<file path="config.mk">
export PLATFORM = sky130hd
export DESIGN_NAME = digseg_mux_ctrl
export DESIGN_NICKNAME = d
export VERILOG_FILES = /design/src/rtl/digseg_mux_ctrl.sv
export SDC_FILE = /design/constraint.sdc
export NUM_CORES = 1
export LEC_CHECK = 0
export ABC_AREA = 0
export CORE_AREA = 2 2 121 64
export DETAILED_ROUTE_END_ITERATION = 12
export DIE_AREA = 0 0 123 66
export PLACE_DENSITY = 0.74
export SLEW_MARGIN = 20
export SYNTH_ARGS = -nofsm -noshare
export SYNTH_HDL_FRONTEND = slang
export SYNTH_SLANG_ARGS = --single-unit
export TNS_END_PERCENT = 10
</file>
<file path="constraint.sdc">
create_clock -name clk -period 2.45 [get_ports clk]
set_clock_uncertainty 0.1 [all_clocks]
set_input_delay 0.245 -clock clk [delete_from_list [all_inputs] [get_ports clk]]
set_output_delay 0.245 -clock clk [all_outputs]
set_load 0.05 [all_outputs]
</file>
<file path="src/rtl/digseg_mux_ctrl.sv">
// digseg_mux_ctrl: time-multiplexed seven-segment display controller.
// One 8-bit control register per digit is reachable over a ce/we/ack
// peripheral bus. Digits are scanned round-robin, SCAN_DIV clocks per slot.
// The first cycle of every slot is a guard cycle with all anodes off.
// The guard cycle prevents ghosting when the anode changes.
module digseg_mux_ctrl #(
    parameter int ADDR_W        = 2,
    parameter int SCAN_DIV      = 50000,
    parameter bit AN_ACTIVE_LOW = 1'b1
) (
    input  logic                   clk,
    input  logic                   rst,
    input  logic                   ce_i,
    input  logic                   we_i,
    input  logic [ADDR_W-1:0]      addr_i,
    input  logic [7:0]             data_i,
    output logic [7:0]             data_o,
    output logic                   ack_o,
    output logic [6:0]             seg_o,
    output logic                   dp_o,
    output logic [2**ADDR_W-1:0]   an_o
);

    localparam int DIGITS = 2**ADDR_W;
    localparam int PW     = $clog2(SCAN_DIV);
    localparam logic [PW-1:0] PRESC_LAST = PW'(SCAN_DIV - 1);
    localparam logic [DIGITS-1:0] AN_OFF = AN_ACTIVE_LOW ? {DIGITS{1'b1}} : {DIGITS{1'b0}};

    // Hex digit to segment pattern {a,b,c,d,e,f,g}
    function automatic logic [6:0] hex_decode(input logic [3:0] v);
        logic [6:0] s;
        case (v)
            4'h0:    s = 7'b1111110;
            4'h1:    s = 7'b0110000;
            4'h2:    s = 7'b1101101;
            4'h3:    s = 7'b1111001;
            4'h4:    s = 7'b0110011;
            4'h5:    s = 7'b1011011;
            4'h6:    s = 7'b1011111;
            4'h7:    s = 7'b1110000;
            4'h8:    s = 7'b1111111;
            4'h9:    s = 7'b1110011;
            4'hA:    s = 7'b1110111;
            4'hB:    s = 7'b0011111;
            4'hC:    s = 7'b1001110;
            4'hD:    s = 7'b0111101;
            4'hE:    s = 7'b1001111;
            4'hF:    s = 7'b1000111;
            default: s = 7'b0000000;
        endcase
        return s;
    endfunction

    logic [7:0]        r_regs [DIGITS];
    logic              r_ack;
    logic [7:0]        r_data;
    logic [PW-1:0]     r_presc;
    logic [ADDR_W-1:0] r_scan_idx;
    logic [6:0]        r_seg;
    logic              r_dp;
    logic [DIGITS-1:0] r_an;

    logic              w_accept;
    logic [7:0]        w_cur;
    logic [DIGITS-1:0] w_an_onehot;
    logic [DIGITS-1:0] w_an_act;
    logic [6:0]        w_seg_nxt;
    logic              w_dp_nxt;
    logic [DIGITS-1:0] w_an_nxt;

    // A new access is taken only while no acknowledge is outstanding
    assign w_accept    = ce_i & ~r_ack;
    assign w_cur       = r_regs[r_scan_idx];
    assign w_an_onehot = DIGITS'(1) << r_scan_idx;

    // Bus side: register writes, read data capture and one-cycle ack
    always_ff @(posedge clk) begin
        if (rst) begin
            for (int i = 0; i < DIGITS; i++) begin
                r_regs[i] <= 8'h00;
            end
            r_ack  <= 1'b0;
            r_data <= 8'h00;
        end else begin
            r_ack <= w_accept;
            if (w_accept && we_i) begin
                r_regs[addr_i] <= data_i;
            end
            if (w_accept && !we_i) begin
                r_data <= r_regs[addr_i];
            end
        end
    end

    // Slot prescaler and round-robin digit index
    always_ff @(posedge clk) begin
        if (rst) begin
            r_presc    <= '0;
            r_scan_idx <= '0;
        end else if (r_presc == PRESC_LAST) begin
            r_presc    <= '0;
            r_scan_idx <= r_scan_idx + ADDR_W'(1);
        end else begin
            r_presc    <= r_presc + PW'(1);
        end
    end

    // Next display drive from the current slot position and digit register
    always_comb begin
        w_seg_nxt = 7'b0000000;
        w_dp_nxt  = 1'b0;
        w_an_act  = '0;
        if (r_presc == '0) begin
            // guard cycle: everything dark while the anode switches
            w_an_act = '0;
        end else if (w_cur[7]) begin
            w_seg_nxt = w_cur[6:0];
            w_an_act  = w_an_onehot;
        end else if (w_cur[5]) begin
            // blanked hex digit keeps its anode off for the whole slot
            w_an_act = '0;
        end else begin
            w_seg_nxt = hex_decode(w_cur[3:0]);
            w_dp_nxt  = w_cur[4];
            w_an_act  = w_an_onehot;
        end
    end

    // Apply anode polarity
    always_comb begin
        if (AN_ACTIVE_LOW) begin
            w_an_nxt = ~w_an_act;
        end else begin
            w_an_nxt = w_an_act;
        end
    end

    // Registered display outputs
    always_ff @(posedge clk) begin
        if (rst) begin
            r_seg <= 7'b0000000;
            r_dp  <= 1'b0;
            r_an  <= AN_OFF;
        end else begin
            r_seg <= w_seg_nxt;
            r_dp  <= w_dp_nxt;
            r_an  <= w_an_nxt;
        end
    end

    assign data_o = r_data;
    assign ack_o  = r_ack;
    assign seg_o  = r_seg;
    assign dp_o   = r_dp;
    assign an_o   = r_an;

endmodule
</file>
After elaboration in Yosys (flattened, before gate mapping)
Memory sizes are Yosys's and may differ from the RTL's. A register that Yosys moved wholly into a read port is not among the register bits. Cells that the tools add are included.

Bits of input ports: 14. Logic and storage cells: 38. Bits in read-only memories: 112. Output and inout port bits: 21. Register bits after elaboration: 31. Bits in writable memories: 32. Memories kept: 2.

Add/sub/neg operators: 2. Muxes and demuxes: 15. Shifts and indexed selects: 1. Eq/ne operators: 1. Bitwise operators: 3. Reductions and logical operators: 8.

Memory list: (name not given) (words 16, width 7, read ports 1, clocked after Yosys merged registers in 0, write ports 0, RTL line 32) `case (v)`; r_regs (words 4, width 8, read ports 2, clocked after Yosys merged registers in 2, write ports 4, RTL line 54) `logic [7:0] r_regs [DIGITS];`.

Operator list (number): 16-bit by 1-bit adder with 16-bit output, second input constant (1); 16-bit equality test, second input constant (1); 16-bit zero test (1); 7-bit 2-to-1 mux (2); 4-bit 2-to-1 mux (3); 8-bit 2-to-1 mux (1); 8-bit OR reduction (1); 1-bit 2-to-1 mux (6); 2-bit 2-to-1 mux (3); 4-bit inverter (1); 2-bit OR reduction (2); 4-bit OR reduction (1); 1-bit by 2-bit << shifter with 4-bit output, first input constant (1); 2-bit by 1-bit adder with 2-bit output, second input constant (1); 1-bit logical AND (2); 1-bit bitwise AND (1); 1-bit zero test (1); 1-bit inverter (1).

Logic depth before layout (Yosys ltp)
Gate-level depths: netlist (run 1).

Depth after elaboration: 8. Mapped depth: 9. Gate-level depth less buffers: 7.

Worst setup path before layout (run 1)
No wires, ideal clock.

Path kind: register -> register. From: register with a tool-made name. To: register r_seg[3], in the netlist seg_o[3]. Path slack: 130 ps. Clock period less this slack: 2320 ps. Setup time: 117 ps. Data required time: 2233 ps. Cell stages (with the launch flop): 9. Arrival: 2103 ps. Buffers on the path: 2. Cell sequence: dfxtp_1 buf_6 buf_8 mux4_1 inv_1 ha_1 a221o_1 a32oi_1 nor2_1.

RTL lines: end signal: assignment (RTL line 145) `r_seg <= w_seg_nxt;`; end: declaration (RTL line 59) `logic [6:0] r_seg;`.

==> results_dict.tcl, run 1 <==
set metrics [dict create \
    outcome "finished, final reports clean" \
    grt_max_degree 13 \
    grt_pass1_wl_um 12800 \
    root_buffer "clkbuf_16" \
    yosys-top-cells-area "edfxtp_1 (27%), dfxtp_1 (23%), mux4_2 (7.0%)" \
    synth-warning-count 0 \
    cts_buffers 9 \
    seq_area_frac_synth_pct 50.6 \
    routedWlPerCell_um 17.2 \
    async_flop_share_pct 0 \
    place.gp.congestion 0.901 \
    post-cts-setup-buffers 0 \
    synthesis.area_um2 3520 \
    cp.required_ns 2.57 \
    place_ws_ns 0.134 \
    hp-start "data_o[1]" \
    fmax_mhz 425 \
    h-tree-depth 3 \
    synth-edff-count 32 \
    n_antenna_cell 0 \
    gr-total-overflow 0 \
    clockBufferDepth 2 \
    crit_path_start_kind "flip-flop" \
    cts.sinks 73 \
    dr.pass1.iters 4 \
    insertion_delay_ns 0.34 \
    grt_usage_pct 22.0 \
    die-area_um2 8120 \
    max_slew_margin_pct 52.7 \
    arrival_ns 2.47 \
    drc 0 \
    path_clk_slew_ns 0.05 \
    antenna_found_initial 0 \
    ys_types 46 \
    maxSlewViolCount 0 \
    vias 2565 \
    cts_tree "built" \
    fin_nets 388 \
    max_slew.worst_pin.slew_ns 0.704 \
    pwr_density_cell_nw_per_um2 690 \
    avgViaCountPerCell 5.53 \
    drt_iter0_drc 323 \
    syn_to_final_growth_pct 23.4 \
    timing.final.crit_period_ns 2.35 \
    rsz0062_at_grt "no" \
    drive_gt1_share_pct 13.6 \
    synth_most_common_cell "dfxtp_1" \
    synth_fp_nets 340 \
    hold_viol 0 \
    path_class "flip-flop to flip-flop" \
    die_w_um 123 \
    ys_ff_latch 73 \
    ant_nets 0 \
    p_leak_nw 1.59 \
    io-pin-count 35 \
    vdd_drop_max_uv 365 \
    whs_ns 0.354 \
    synth_ff_type "dfxtp_1" \
    final_util_pct 61.2 \
    synth_top_area_share_pct 27.3 \
    setup_viol 0 \
    setup_ws_ns 0.0987 \
    crit_path_max_fanout 5 \
    post-route-period-util_pct 96.0 \
    dp_hpwl_um 5960 \
    grt_pass1_vias 2383 \
    end_kind "flip-flop" \
    cts_resized 0 \
    avgSynthCellArea_um2 11.2 \
    wl_um 8000 \
    nFillCells 574 \
    start_util_pct 49.6 \
    netlist_instances 315 \
    port_buffers 34 \
    num_rows 22 \
    setup-tns-final_ns 0 \
    max_cap_viol_count 0 \
    min_path_type "flip-flop to flip-flop" \
    coreArea_um2 7100 \
    die-height_um 66 \
    synth_common_cells "dfxtp_1 (41), nand2_1 (35), and2_1 (33), nor2_1 (33), edfxtp_1 (32)" \
    synth_largest_area_cell "edfxtp_1" \
    hold_buffers 0 \
]
## power by group
part | internal [mW] | switching [mW]
logic | 0.129 | 0.180
registers | 1.32 | 0.0290
clock network | 0.870 | 0.472
## per-stage QoR
stage	power (mW)	area, um^2	cells
2_1_floorplan	1.56	3520	315
3_3_place_gp	1.67	4040	448
3_5_place_dp	1.68	4040	448
4_1_cts	3.02	4350	464
5_1_grt	3.11	4350	464
6_report	3.00	4350	464
## layout make-up
class / count / area [um^2] / area share [%]
multi-input combinational: 218 / 1620 / 37.3
inverter: 11 / 41.3 / 0.950
sequential: 73 / 1780 / 41.0
tap: 96 / 120 / 2.76
timing repair buffer: 50 / 473 / 10.9
clock buffer: 14 / 274 / 6.31
clock inverter: 2 / 35.0 / 0.806
## placed cells by master, fill, tap and decap left out, types with 3 or more instances in the layout
master	n
nand2b_1	4
nand2_1	35
clkdlybuf4s50_1	34
clkbuf_16	9
edfxtp_1	32
clkbuf_8	3
mux4_2	11
xor2_1	4
xnor2_1	11
buf_4	15
nor2_1	33
nor4_1	4
nand3_1	7
o211ai_1	3
ha_1	11
a21oi_1	14
mux4_1	5
dfxtp_1	41
and2_1	33
nor3_1	9
mux2i_1	4
inv_1	11
## layer usage
layer	wire length [um]	share of wire (%)	global-route usage [%]	up-vias
met2	3260	41	30.0	100
met5	0	0	0	-
li1	-	-	-	1219
met4	111	1.4	6.82	0
met1	4060	51	32.7	1236
met3	572	7.1	7.59	10
## state kept, by name, indices dropped and copies added (netlist names), named ones only
register and count:
r_regs 32, dp_o 1, r_presc 16, ack_o 1, data_o 8, an_o 4
seg_o 7, r_scan_idx 2
## logic make-up after synthesis
family	after synthesis	share of synthesized area, %
buffers and inverters	24	3.38
AOI/OAI and AO/OA	29	5.69
and+or+nand+nor	141	20.1
DFF	73	50.6
adders and majority gates	11	3.91
muxes	22	12.5
xor gates and xnor gates	15	3.73
## worst paths after layout
check | endpoint | slack (ns) | cells after the start
worst max-delay path | seg_o[3] | 0.1 | 6
worst min-delay path | data_o[1] | 0.35 | 2
worst min register to register | data_o[1] | 0.35 | 2
worst max register to register | seg_o[3] | 0.1 | 6
## critical path: stages, from the launching register on
cell	delay (ns)
dfxtp_1	0.40
mux4_1	0.67
inv_1	0.17
ha_1	0.29
a221o_1	0.34
a32oi_1	0.21
nor2_1	0.05
No activity file was read; power rests on OpenSTA's default activity.
==> inputs of run 2 (changes only) <==
GPL_TIMING_DRIVEN = 0   (was unset)
SLEW_MARGIN = 5   (was 20)
==> run 2 against run 1 <==
Effect of this change:
- first-iteration DRC count shrank 26%
- sequential power about the same
- non-clock buffer count decreased by 2
- sequential share of layout area is 0.45 points higher
- setup slack lost 0.0085 ns
- clock-buffer cell count is 1 lower
- critical path type unchanged
==> results_dict.tcl, run 2 (synthesized netlist as in run 1, its figures left out) <==
set metrics [dict create \
    outcome "finished, final reports clean" \
    setup-tns-final_ns 0 \
    hold_viol 0 \
    final_cell_mix "dfxtp_1 (41), nand2_1 (35), clkdlybuf4s50_1 (34)" \
    place.gp.congestion 0.850 \
    fmax_mhz 424 \
    cts.sinks 73 \
    p_clk_share_pct 43.6 \
    h-tree-depth 3 \
    die-height_um 66 \
    p_int_mw 2.24 \
    regArea_um2 1780 \
    rsz0062_at_grt "no" \
    p_leak_nw 1.54 \
    die-area_um2 8120 \
    clockBufferDepth 2 \
    io-pin-count 35 \
    p_sw_uw 680 \
    min_path_type "flip-flop to flip-flop" \
    max_slew.worst_pin.slew_ns 0.869 \
    nFillCells 581 \
    worstPathCellList "buf_6 -> buf_8 -> mux4_2 -> inv_2 -> ha_1 -> a221o_1 -> a32oi_1 -> nor2_1" \
    ant_nets 0 \
    cts_buffers 9 \
    swShare_pct 23.3 \
    crit_path_start_kind "flip-flop" \
    multiInputGateArea_um2 1630 \
    root_buffer "clkbuf_16" \
    dr.pass1.iters 4 \
    start_util_pct 49.6 \
    vias 2481 \
    seq_power_share_pct 46.1 \
    path_class "flip-flop to flip-flop" \
    post-route-period-util_pct 96.3 \
    grt_pass1_vias 2298 \
    wl_um 7720 \
    gr-total-overflow 0 \
    cts_tree "built" \
    syn_to_final_growth_pct 22.1 \
    hp-start "data_o[4]" \
    final_common_cell "dfxtp_1" \
    arrival_ns 2.48 \
    end_kind "flip-flop" \
    avgViaCountPerCell 5.37 \
    fin_nets 386 \
    dp_hpwl_um 5610 \
    grt_pass1_wl_um 12200 \
    max_cap_viol_count 0 \
    p_total_mw 2.92 \
    path_clk_slew_ns 0.06 \
    pwr_density_cell_nw_per_um2 680 \
    num_rows 22 \
    cp_slowest_cell "mux4_2" \
    cp.required_ns 2.57 \
    vdd_drop_max_uv 350 \
    rrSetupSlack_ns 0.09 \
    largest_reg_flops 32 \
    drt_iter0_drc 239 \
    r2r_cells 8 \
    port_buffers 34 \
    r2r_end "seg_o[3]" \
    hold_end "data_o[4]" \
    p_comb_share_pct 10.2 \
    setup_viol 0 \
    maxSlewViolCount 0 \
    hold_depth 2 \
    cpPeakStageDelay_ns 0.57 \
    grt_max_degree 13 \
    die_w_um 123 \
    drc 0 \
    coreArea_um2 7100 \
    antenna_found_initial 0 \
    regMostFlops "r_regs" \
    crit_path_max_fanout 10 \
    n_antenna_cell 0 \
    timing.final.crit_period_ns 2.36 \
    max_slew_margin_pct 41.9 \
    routedWlPerCell_um 16.7 \
    grt_usage_pct 21.0 \
    insertion_delay_ns 0.33 \
    drive_gt1_share_pct 13.7 \
]
==> run 2: cell types whose count changed in the layout (fill, tap and decap cells not counted), sizes merged <==
cell	delta
buf	-5
bufinv	-1
clkbuf	+2
clkinv	+1
inv	+1
==> run 2: per-stage QoR <==
step / setup slack (ns) / utilization [%] / hold slack, ns / std cells / area (um^2)
CTS: 0.0224 / 60.4 / 0.359 / 461 / 4290
global placement: -0.658 / 56.1 / 0.342 / 445 / 3980
detailed placement: -0.708 / 56.1 / 0.351 / 445 / 3980
finish: 0.0903 / 60.5 / 0.356 / 462 / 4300
global route: 0.00443 / 60.5 / 0.370 / 462 / 4300
floorplan: 0.130 / - / 0.297 / 315 / 3520
==> run 2: what timing repair did <==
action                                  CTS  global route
endpoints found under the setup margin   17             1
gates resized for setup                   3             3
setup buffers                             0             1
hold buffers                              0             0
==> run 2: power by group through the flow <==
stage	logic, mW	clock network [mW]	registers, mW
finish	0.299	1.28	1.35
global route	0.322	1.36	1.35
CTS	0.298	1.32	1.35
detailed placement	0.295	0	1.37
global placement	0.289	0	1.37
floorplan	0.138	0	1.42
==> run 2: metal layers <==
metal / part of all wire (%) / GRT usage (%) / wire [um] / vias up
li1: - / - / - / 1208
met1: 49 / 30.5 / 3770 / 1166
met2: 41 / 28.1 / 3190 / 101
met3: 9.2 / 8.28 / 709 / 6
met4: 0.62 / 7.39 / 48 / 0
met5: 0 / 0 / 0 / -
==> run 2: worst max-delay path by stage <==
stage	start	slack, ns	depth (start not counted)	end
final	flip-flop	0.09	8	seg_o[3]
after floorplan	flip-flop	0.13	8	seg_o[3]
after CTS	flip-flop	0.02	8	seg_o[3]
after global routing	flip-flop	0.004	8	seg_o[3]
after detailed placement	addr_i[0]	-0.71	4	r_regs[1][4]
after global placement	addr_i[0]	-0.66	4	r_regs[1][4]
==> run 2: area by class of cell <==
class                   instances  share of cell area (%)
inverters                      11                   0.961
flip-flops and latches         73                    41.5
repair buffers                 35                    8.09
clock inverters                 3                   0.466
clock buffers                  13                    6.55
multi-input cells             218                    37.9
well taps                      96                    2.79
plain buffers                  13                    1.80
==> run 2: worst max-delay path, delay by kind of cell (launching register included) <==
kind / cells / cell delay (ns)
adder cells (fa/ha/maj): 1 / 0.27
flip-flops: 1 / 0.32
AND/OR/NAND/NOR: 1 / 0.05
AO/OA/AOI/OAI: 2 / 0.52
buffers and inverters: 3 / 0.41
multiplexers: 1 / 0.57
==> inputs of run 3 (changes only) <==
ABC_AREA = 1   (was 0)
CORE_AREA = 2 2 123 65   (was 2 2 121 64)
DIE_AREA = 0 0 125 67   (was 0 0 123 66)
PLACE_DENSITY = 0.75   (was 0.74)
==> run 3 against run 2 <==
Effect of this change:
- largest cell class unchanged
- core utilization rose by 1.4 points
- largest power group is now clock
- flip-flop and latch count did not move
- register-to-register slack improved by 0.29 ns
- synthesized cell count grew 47%
- first-iteration DRC count grew 18%
==> results_dict.tcl, run 3 <==
set metrics [dict create \
    num_rows 22 \
    synth_largest_area_cell "edfxtp_1" \
    vdd_drop_max_uv 317 \
    crit_family "buffers and inverters" \
    place_ws_ns -0.0397 \
    routedWlPerCell_um 13.9 \
    r2r-start "ack_o" \
    timing.final.crit_period_ns 2.18 \
    worstPathCellList "clkdlybuf4s50_1 -> inv_1 -> buf_2 -> nand4_1 -> nand2_1" \
    p_int_mw 2.30 \
    fin_nets 533 \
    clockBufferDepth 2 \
    start_util_pct 51.3 \
    crit_buf_inv 3 \
    whs_ns 0.342 \
    p_clk_share_pct 44.9 \
    coreArea_um2 7210 \
    p_total_mw 3.04 \
    post-cts-setup-buffers 0 \
    die-height_um 67 \
    cts.sinks 73 \
    final_common_cell "nand2_1" \
    setup_viol 0 \
    critPathLaunch "addr_i[0]" \
    hold_viol 0 \
    synth-edff-count 32 \
    cts_buffers 9 \
    drc 0 \
    hold_buffers 0 \
    largest_reg_flops 32 \
    vias 3130 \
    root_buffer "clkbuf_16" \
    ys_types 38 \
    synthesis.area_um2 3700 \
    end_kind "flip-flop" \
    avgSynthCellArea_um2 7.97 \
    outcome "finished, final reports clean" \
    place_area_um2 4150 \
    dr.pass1.iters 4 \
    path_class "input port to flip-flop" \
    max_slew_margin_pct 57.3 \
    synth_ff_type "dfxtp_1" \
    final_cell_count_no_fill 609 \
    wl_um 8490 \
    avgViaCountPerCell 5.14 \
    cpPeakStageDelay_ns 0.46 \
    r2r_cells 7 \
    synth-warning-count 0 \
    p_sw_uw 738 \
    seq_area_frac_synth_pct 48.2 \
    n_antenna_cell 0 \
    min_path_type "input port to flip-flop" \
    cts_resized 0 \
    hp-start "addr_i[1]" \
    synth_common_cells "nand2_1 (82), nor2_1 (75), inv_1 (56), dfxtp_1 (41), nand3_1 (40)" \
    yosys-top-cells-area "edfxtp_1 (26%), dfxtp_1 (22%), nand2_1 (8.3%)" \
    cts_tree "built" \
    insertion_delay_ns 0.34 \
    rsz0062_at_grt "no" \
    synth_fp_nets 489 \
    swShare_pct 24.3 \
    ys_ff_latch 73 \
    die-area_um2 8380 \
    p_leak_nw 1.89 \
    drt_iter0_drc 283 \
    grt_usage_pct 22.2 \
    cp_slowest_cell "nand2_1" \
    async_flop_share_pct 0 \
    die_w_um 125 \
    grt_pass1_vias 2986 \
    pwr_density_cell_nw_per_um2 680 \
    final_cell_mix "nand2_1 (82), nor2_1 (75), inv_1 (56)" \
    antenna_found_initial 0 \
    crit_path_max_fanout 10 \
    final_area_um2 4470 \
    drive_gt1_share_pct 10.5 \
    synth_most_common_cell "nand2_1" \
    ant_nets 0 \
    post-route-period-util_pct 89.0 \
    hold_depth 4 \
    fmax_mhz 458 \
    final_util_pct 61.9 \
    arrival_ns 2.08 \
    dp_hpwl_um 6120 \
    post-place-cells 593 \
    maxSlewViolCount 0 \
    grt_pass1_wl_um 14400 \
    netlist_instances 464 \
    path_clk_slew_ns 0.06 \
    max_slew.worst_pin.slew_ns 0.640 \
    gr-total-overflow 0 \
    critical_path_cell_count 5 \
    regMostFlops "r_regs" \
    max_cap_viol_count 0 \
    cp.required_ns 2.35 \
    port_buffers 33 \
    synth_top_area_share_pct 26.0 \
    seq_power_share_pct 44.5 \
    grt_max_degree 13 \
    setup-tns-final_ns 0 \
    h-tree-depth 3 \
    syn_to_final_growth_pct 20.7 \
    crit_path_start_kind "input port" \
    io-pin-count 35 \
    p_comb_share_pct 10.6 \
    place.gp.congestion 0.949 \
    setup_ws_ns 0.268 \
]
run 3: tightest hold or removal path: cells and delay by family:
kind	cells	cell delay [ns]
AOI/OAI and AO/OA	2	0.26
buffers and inverters	2	0.23
run 3: final timing paths:
check / slack [ns] / end
min reg2reg: 0.38 / r_presc[0]
max: 0.27 / r_regs[2][1]
max reg2reg: 0.38 / r_regs[1][6]
min: 0.34 / data_o[7]
run 3: power groups by stage:
stage	sequential, mW	clock, mW	combinational [mW]
6_report	1.35	1.36	0.323
5_1_grt	1.35	1.44	0.354
4_1_cts	1.35	1.38	0.322
3_5_place_dp	1.37	0	0.320
3_3_place_gp	1.37	0	0.316
2_1_floorplan	1.43	0	0.150
run 3: layout make-up:
class / count / area (um^2)
repair buffers: 33 / 330
fillers: 654 / 2750
clock inverters: 4 / 50.0
inverters: 65 / 246
multi-input cells: 313 / 1590
flip-flops and latches: 73 / 1780
well taps: 96 / 120
clock buffers: 12 / 267
plain buffers: 13 / 83.8
run 3: kinds of logic (layout without fill, tap and decap cells):
logic type	count (synthesis)	after routing	synth area share [%]
AOI/OAI and AO/OA	65	65	9.81
xor gates and xnor gates	2	2	0.474
adders and majority gates	11	11	3.72
buffers and inverters	78	127	8.93
DFF	73	73	48.2
and+or+nand+nor	235	235	28.9
run 3: metal layers:
layer	vias to the layer above	part of all wire, %	track usage [%]
met2	86	45	36.1
li1	1601	-	-
met5	-	0	0
met4	0	1.5	7.50
met3	11	6.2	6.59
met1	1432	47	28.8
